$ cat src/rtl/dm_access_arbiter.sv
// ---------------------------------------------------------------------------
// dm_access_arbiter
//
// Shares the single-port synchronous data memory between the pipeline EX/MEM
// stage and a debug / program-loader port.
//
//   * RUN  : the pipeline wins by default. A streak counter tracks consecutive
//            pipeline grants while debug is waiting. Once the streak reaches
//            MAX_STREAK, debug takes one slot and the pipeline is stalled for
//            that cycle.
//   * HALT : debug owns the memory exclusively and the pipeline is stalled.
//
// Grants and the memory mux are combinational from the current state and the
// requests. Read-valid strobes are registered one cycle after a read grant.
//
// Optional build macro: DM_ARB_STATS_EN
//   Adds saturating grant/stall statistics counters and their clear input.
//   Arbitration is identical with or without it.
// ---------------------------------------------------------------------------
module dm_access_arbiter #(
    parameter int ADDR_W     = 16,
    parameter int DATA_W     = 16,
    parameter int MAX_STREAK = 4
) (
    input  logic              clk,
    input  logic              reset,

    // pipeline EX/MEM requester
    input  logic              pipe_req,
    input  logic              pipe_we,
    input  logic [ADDR_W-1:0] pipe_addr,
    input  logic [DATA_W-1:0] pipe_wdata,
    output logic              pipe_stall,
    output logic              pipe_rvalid,
    output logic [DATA_W-1:0] pipe_rdata,

    // debug / loader requester
    input  logic              dbg_req,
    input  logic              dbg_we,
    input  logic [ADDR_W-1:0] dbg_addr,
    input  logic [DATA_W-1:0] dbg_wdata,
    input  logic              dbg_halt,
    output logic              dbg_gnt,
    output logic              dbg_rvalid,
    output logic [DATA_W-1:0] dbg_rdata,
    output logic              halted,

`ifdef DM_ARB_STATS_EN
    input  logic              stat_clr,
    output logic [15:0]       stat_pipe_cnt,
    output logic [15:0]       stat_dbg_cnt,
    output logic [15:0]       stat_stall_cnt,
`endif

    // data memory port
    output logic              dm_en,
    output logic              dm_we,
    output logic [ADDR_W-1:0] dm_addr,
    output logic [DATA_W-1:0] dm_wdata,
    input  logic [DATA_W-1:0] dm_rdata
);

    // FSM encoding kept as plain constants for compatibility with older tools
    localparam logic [0:0] ST_RUN  = 1'b0;
    localparam logic [0:0] ST_HALT = 1'b1;

    // Streak limit in the counter's own width (legal range is 1..15)
    localparam logic [3:0] LP_MAX_STREAK = 4'(MAX_STREAK);

    // -----------------------------------------------------------------------
    // State
    // -----------------------------------------------------------------------
    logic [0:0] r_state;
    logic [3:0] r_streak;
    logic       r_pipe_rvalid;
    logic       r_dbg_rvalid;

    // -----------------------------------------------------------------------
    // Combinational arbitration results
    // -----------------------------------------------------------------------
    logic       w_pipe_gnt;
    logic       w_dbg_gnt;
    logic       w_stall;
    logic [0:0] w_state_nxt;
    logic [3:0] w_streak_nxt;
    logic       w_streak_full;

    assign w_streak_full = (r_streak == LP_MAX_STREAK);

    // Arbitration: decide who owns the memory this cycle and the next state
    always_comb begin
        w_pipe_gnt   = 1'b0;
        w_dbg_gnt    = 1'b0;
        w_stall      = 1'b0;
        w_state_nxt  = r_state;
        w_streak_nxt = 4'd0;

        if (reset) begin
            // Nothing is granted and nothing is stalled while in reset
            w_pipe_gnt   = 1'b0;
            w_dbg_gnt    = 1'b0;
            w_stall      = 1'b0;
            w_state_nxt  = ST_RUN;
            w_streak_nxt = 4'd0;
        end else begin
            case (r_state)
                ST_RUN: begin
                    if (pipe_req && !(dbg_req && w_streak_full)) begin
                        // Pipeline wins; count the cycle only if debug is waiting
                        w_pipe_gnt = 1'b1;
                        if (dbg_req) begin
                            w_streak_nxt = r_streak + 4'd1;
                        end else begin
                            w_streak_nxt = 4'd0;
                        end
                    end else if (dbg_req) begin
                        // Debug wins either by starvation guard or by an idle
                        // pipeline; the pipeline only stalls if it was asking.
                        w_dbg_gnt    = 1'b1;
                        w_stall      = pipe_req;
                        w_streak_nxt = 4'd0;
                    end else begin
                        w_streak_nxt = 4'd0;
                    end

                    // Halt takes effect next cycle so an in-flight access completes
                    if (dbg_halt) begin
                        w_state_nxt = ST_HALT;
                    end else begin
                        w_state_nxt = ST_RUN;
                    end
                end

                ST_HALT: begin
                    // Pipeline frozen; debug may issue back-to-back accesses
                    w_stall      = 1'b1;
                    w_dbg_gnt    = dbg_req;
                    w_streak_nxt = 4'd0;
                    if (dbg_halt) begin
                        w_state_nxt = ST_HALT;
                    end else begin
                        w_state_nxt = ST_RUN;
                    end
                end

                default: begin
                    // Unreachable encoding: recover to RUN without granting
                    w_stall      = 1'b0;
                    w_streak_nxt = 4'd0;
                    w_state_nxt  = ST_RUN;
                end
            endcase
        end
    end

    // FSM, streak counter and read-valid pipeline
    always_ff @(posedge clk) begin
        if (reset) begin
            r_state       <= ST_RUN;
            r_streak      <= 4'd0;
            r_pipe_rvalid <= 1'b0;
            r_dbg_rvalid  <= 1'b0;
        end else begin
            r_state       <= w_state_nxt;
            r_streak      <= w_streak_nxt;
            r_pipe_rvalid <= w_pipe_gnt & ~pipe_we;
            r_dbg_rvalid  <= w_dbg_gnt & ~dbg_we;
        end
    end

    // -----------------------------------------------------------------------
    // Memory mux: debug and pipeline grants are mutually exclusive
    // -----------------------------------------------------------------------
    assign dm_en    = w_pipe_gnt | w_dbg_gnt;
    assign dm_we    = w_dbg_gnt ? dbg_we    : (w_pipe_gnt & pipe_we);
    assign dm_addr  = w_dbg_gnt ? dbg_addr  : pipe_addr;
    assign dm_wdata = w_dbg_gnt ? dbg_wdata : pipe_wdata;

    // -----------------------------------------------------------------------
    // Requester-facing outputs
    // -----------------------------------------------------------------------
    assign pipe_stall = w_stall;
    assign dbg_gnt    = w_dbg_gnt;
    assign halted     = (r_state == ST_HALT);

    // A read outstanding when reset rises must not surface as a valid, so the
    // registered strobes are also masked by reset in the reset cycle itself.
    assign pipe_rvalid = r_pipe_rvalid & ~reset;
    assign dbg_rvalid  = r_dbg_rvalid  & ~reset;

    // Both consumers see the memory output; each qualifies it with its rvalid
    assign pipe_rdata = dm_rdata;
    assign dbg_rdata  = dm_rdata;

`ifdef DM_ARB_STATS_EN
    // -----------------------------------------------------------------------
    // Statistics counters (saturating)
    // -----------------------------------------------------------------------
    function automatic logic [15:0] sat_inc(input logic [15:0] value);
        if (value == 16'hFFFF) begin
            sat_inc = value;
        end else begin
            sat_inc = value + 16'd1;
        end
    endfunction

    logic [15:0] r_stat_pipe_cnt;
    logic [15:0] r_stat_dbg_cnt;
    logic [15:0] r_stat_stall_cnt;

    // Count grants and stall cycles; clear wins over increment
    always_ff @(posedge clk) begin
        if (reset || stat_clr) begin
            r_stat_pipe_cnt  <= 16'd0;
            r_stat_dbg_cnt   <= 16'd0;
            r_stat_stall_cnt <= 16'd0;
        end else begin
            if (w_pipe_gnt) begin
                r_stat_pipe_cnt <= sat_inc(r_stat_pipe_cnt);
            end else begin
                r_stat_pipe_cnt <= r_stat_pipe_cnt;
            end
            if (w_dbg_gnt) begin
                r_stat_dbg_cnt <= sat_inc(r_stat_dbg_cnt);
            end else begin
                r_stat_dbg_cnt <= r_stat_dbg_cnt;
            end
            if (w_stall) begin
                r_stat_stall_cnt <= sat_inc(r_stat_stall_cnt);
            end else begin
                r_stat_stall_cnt <= r_stat_stall_cnt;
            end
        end
    end

    assign stat_pipe_cnt  = r_stat_pipe_cnt;
    assign stat_dbg_cnt   = r_stat_dbg_cnt;
    assign stat_stall_cnt = r_stat_stall_cnt;
`endif

endmodule

$ cat config.mk
export PLATFORM = sky130hd
export DESIGN_NAME = dm_access_arbiter
export DESIGN_NICKNAME = d
export VERILOG_FILES = /design/src/rtl/dm_access_arbiter.sv
export SDC_FILE = /design/constraint.sdc
export NUM_CORES = 1
export LEC_CHECK = 0
export ABC_CLOCK_PERIOD_IN_PS = 1780
export CORE_ASPECT_RATIO = 0.6
export CORE_UTILIZATION = 20
export CTS_BUF_LIST = sky130_fd_sc_hd__clkbuf_8
export CTS_CLUSTER_DIAMETER = 50
export DETAILED_ROUTE_END_ITERATION = 12
export GPL_TIMING_DRIVEN = 0
export PLACE_DENSITY = 0.77
export SYNTH_ARGS = -nofsm -noshare
export SYNTH_HDL_FRONTEND = slang
export SYNTH_SLANG_ARGS = --single-unit
$ cat constraint.sdc
create_clock -name clk -period 1.78 [get_ports clk]
set_clock_uncertainty 0.05 [all_clocks]
set_input_delay 0.356 -clock clk [delete_from_list [all_inputs] [get_ports clk]]
set_output_delay 0.356 -clock clk [all_outputs]
set_load 0.005 [all_outputs]
==> out/summary.md <==
In this run, synthesis produced a sequential element count of 7. Sorting the synthesized cells by area gives the leading types as mux2_2 35%, buf_4 25%, dfxtp_1 14%. Weighted congestion reported at the end of routability-driven placement: 0.768.

TritonCTS built the clock tree. The first global-routing pass estimated 6.25 mm of wire. Timing would allow up to 0.435 GHz. Walking the worst path, the cells encountered are inv_2, ha_4, nand4b_1, a21oi_4, buf_6, buf_6, buf_8, mux2_4, buf_6. The tools report the number of buffers added to fix hold violations after cts as 0. For the placed standard-cell area, the log shows 2480 sq um. The area added between synthesis and finish was 194%; the net count after synthesis was 193. The signal arrival time at the worst endpoint is 1.89 ns, and the clock latency at the later pin of the worst-skew pair is 0.22 ns.

Dividing total power by cell area gives a power density of 349 nW/um^2. For the final worst hold slack, the log shows 0.365 ns. After legalization and detailed placement, the total HPWL measured 3.04 mm. For the worst setup path, the data required time is 1.37 ns. The dominant cell type by count on the critical path was buf_6.

Wires add up to 4.04 mm. The run gives 2 as the maximum root-to-sink buffer count. After detailed routing, the average wire length per cell comes to 12.3 microns. The via count was 1,287. Setup repair after global routing could not meet its margin everywhere. In this run the worst path has a maximum fanout of 5. The logs give 4640 sq um for the core region area and 0.866 for the relative slew slack. The largest total area in the synthesized netlist belongs to mux2_2.

For the combinational power share, the log shows 0.624. For the worst path setup slack after routing, the log shows -0.517 ns. The count of synthesis-stage warnings from yosys is 0, and the die height is 56.1 microns.

For the overflow left after global routing, the log shows 0. Yosys mapped a number of flops with a built-in enable equal to 0. The first routing iteration left 6 violations. The final hold violation count was 0. Instance count of the mapped netlist: 104.

The largest single stage delay on the critical path is 0.33 ns. The run finished, with violations left. Global routing usage on met3: 0.0328.

Dominant delay contributor by cell family on the critical path: buffers and inverters. The min-delay analysis places its worst path in the category input pin to register. The fraction of layout cells with a size suffix above 1 came out at 0.502.

The netlist uses 21 different library cells. Switching share of power: 0.220. The logs give 380 for the layout filler cell count and 336 uV for the worst-case vdd ir drop.

The total iterations of the first detailed-routing run came out at 2. Most common cell in the netlist: buf_4. The share of Yosys cell area claimed by the top area cell type came out at 0.347. The clock period minus final worst setup slack was 2.30 ns. The number of H-tree levels came out at 1. Clock transition at the registers of the reported paths: 0.04 ns. For this design, the slowest cell found on the critical path is dfxtp_2. At the end of the flow, the number of nets in the layout was 355. At the pin with the least slew margin, the transition time is 0.201 ns. After detailed routing, the number of remaining DRC violations is 0. The tree is rooted in a clkbuf_8. The number of buffer and inverter stages on the critical path is 5.

Global-route met2 utilization: 0.281. For the final core utilization, the log shows 0.618. The floorplan step defined a die boundary enclosing 5170 sq um. The sequential power share is 0.165. 158 I/O pins were placed.

The number of setup violations in the final report was 35; the power dissipated by switching net loads was 220 uW. In this run, CTS created clock tree buffers numbering 3. Share of synthesized area occupied by flip-flops and latches: 0.144. With fillers left out, the area of the finished cells amounts to 2870 sq um. After synthesis, the mean cell area works out to 9.37 sq um. The via count of the first global-routing pass was 1,261; the total number of clock tree sinks was 7. The total routing usage reported by global routing is 0.154, and the width of the die is 92.1 microns. The number of antenna-violating nets in the routed design was 0; the share of the cycle needed by the critical path after routing was 1.29. The synthesized netlist occupies a cell area of 975 sq um. The internal power contribution was 781 uW; the effective utilization at floorplan was 0.210. In this run the static leakage power is 1.30 nW.

The tools report the non-filler instance count after layout as 328. Row generation in the floorplan step produced 19 rows. Largest net degree at the start of global routing: 10.

In this run the most used layer during global routing was met2. The async set-reset flop share out of synthesis was 0; the antenna diode count was 0. For the max-slew violation count, the log shows 0. The kind of critical path is register to output pin. The fraction of power consumed by the clock network was 0.212.

STA classifies the critical path startpoint as a register. After detailed placement, the design holds a cell count of 308. Most instantiated flip-flop cell in the synthesis netlist: dfxtp_1. The worst setup path is captured at an output pin. In this run the tool buffered the top-level ports with 141 buffer cells. The checks that failed: setup timing. Dividing the detail-routed via count by the number of cells gives 3.92. Number of antenna violations at the first check in global routing: 0.

The total design power is 1.00 mW, and the met1 track demand over resource is 0.184. The run gives 0 as the number of maximum-capacitance constraint violations. The commonest cells after synthesis are 32 x buf_4, 30 x mux2_2, 7 x dfxtp_1.
## stage by stage
step | TNS, ns | setup WS [ns]
global placement | -40.06 | -1.19
detailed placement | -39.92 | -1.18
floorplan | -2.22 | -0.0844
global route | -17.66 | -0.601
finish | -15.00 | -0.517
CTS | -17.10 | -0.561
## cell usage in the layout (no fill, tap or decap), drive strengths merged
cell type        n
clkdlybuf4s50  102
buf             87
mux2            32
dfxtp            7
nor3             5
inv              5
nor2b            4
clkbuf           3
dlygate4sd2      3
nor2             3
nand2b           2
ha               2
nand4b           1
a21oi            1
nand3b           1
nand2            1
mux2i            1
and2b            1
o21ba            1
nand3            1
xor2             1
xnor2            1
## sequential cells by signal, indices dropped and copies added, names as in the netlist
signal / count
r_pipe_rvalid: 1
r_dbg_rvalid: 1
halted: 1
r_streak: 4
## power groups by stage
stage	logic (mW)	registers, mW	clock network, mW
2_1_floorplan	0.170	0.166	0
3_3_place_gp	0.524	0.166	0
3_5_place_dp	0.529	0.166	0
4_1_cts	0.620	0.165	0.219
5_1_grt	0.660	0.165	0.232
6_report	0.624	0.165	0.212
## metal layers
layer,vias up,share of wire
met5,-,0
met4,0,0.0062
met3,2,0.074
met2,61,0.54
met1,585,0.38
li1,639,-
## final cells by class
cell class | instances | area, sq um | area share
clock inverter | 1 | 3.75 | 0.00131
clock buffer | 3 | 41.3 | 0.0144
timing repair buffer | 158 | 1610 | 0.563
sequential | 7 | 143 | 0.0498
tap | 63 | 78.8 | 0.0275
inverter | 4 | 15.0 | 0.00524
buffer | 34 | 267 | 0.0930
multi-input combinational | 58 | 704 | 0.246
## kinds of logic (layout without fill, tap and decap cells)
group | Yosys count | count (layout) | share of synthesized area
AO/OA/AOI/OAI | 2 | 2 | 0.0270
XOR/XNOR | 2 | 2 | 0.0180
adder cells (fa/ha/maj) | 2 | 2 | 0.0257
buffers and inverters | 39 | 200 | 0.297
flip-flops | 7 | 7 | 0.144
multiplexers | 33 | 33 | 0.380
AND/OR/NAND/NOR | 19 | 19 | 0.109
## timing repair
action                     4_1_cts  5_1_grt
setup buffers                   15        1
resized for setup              225       10
setup endpoints to repair       39       36
pin swaps                        3        1
cloned                           2        0
## worst paths after layout
kind / startpoint / to / slack, ns / depth (start not counted)
worst max-delay path: r_streak[0]$_SDFF_PP0_ / dm_wdata[0] / -0.52 / 9
worst min-delay path: reset / halted$_SDFF_PP0_ / 0.37 / 2
worst max register to register: r_streak[0]$_SDFF_PP0_ / r_dbg_rvalid$_SDFF_PP0_ / 0.22 / 9
worst min register to register: r_streak[0]$_SDFF_PP0_ / r_streak[0]$_SDFF_PP0_ / 0.40 / 1
Power figures use the tool's default switching activity.
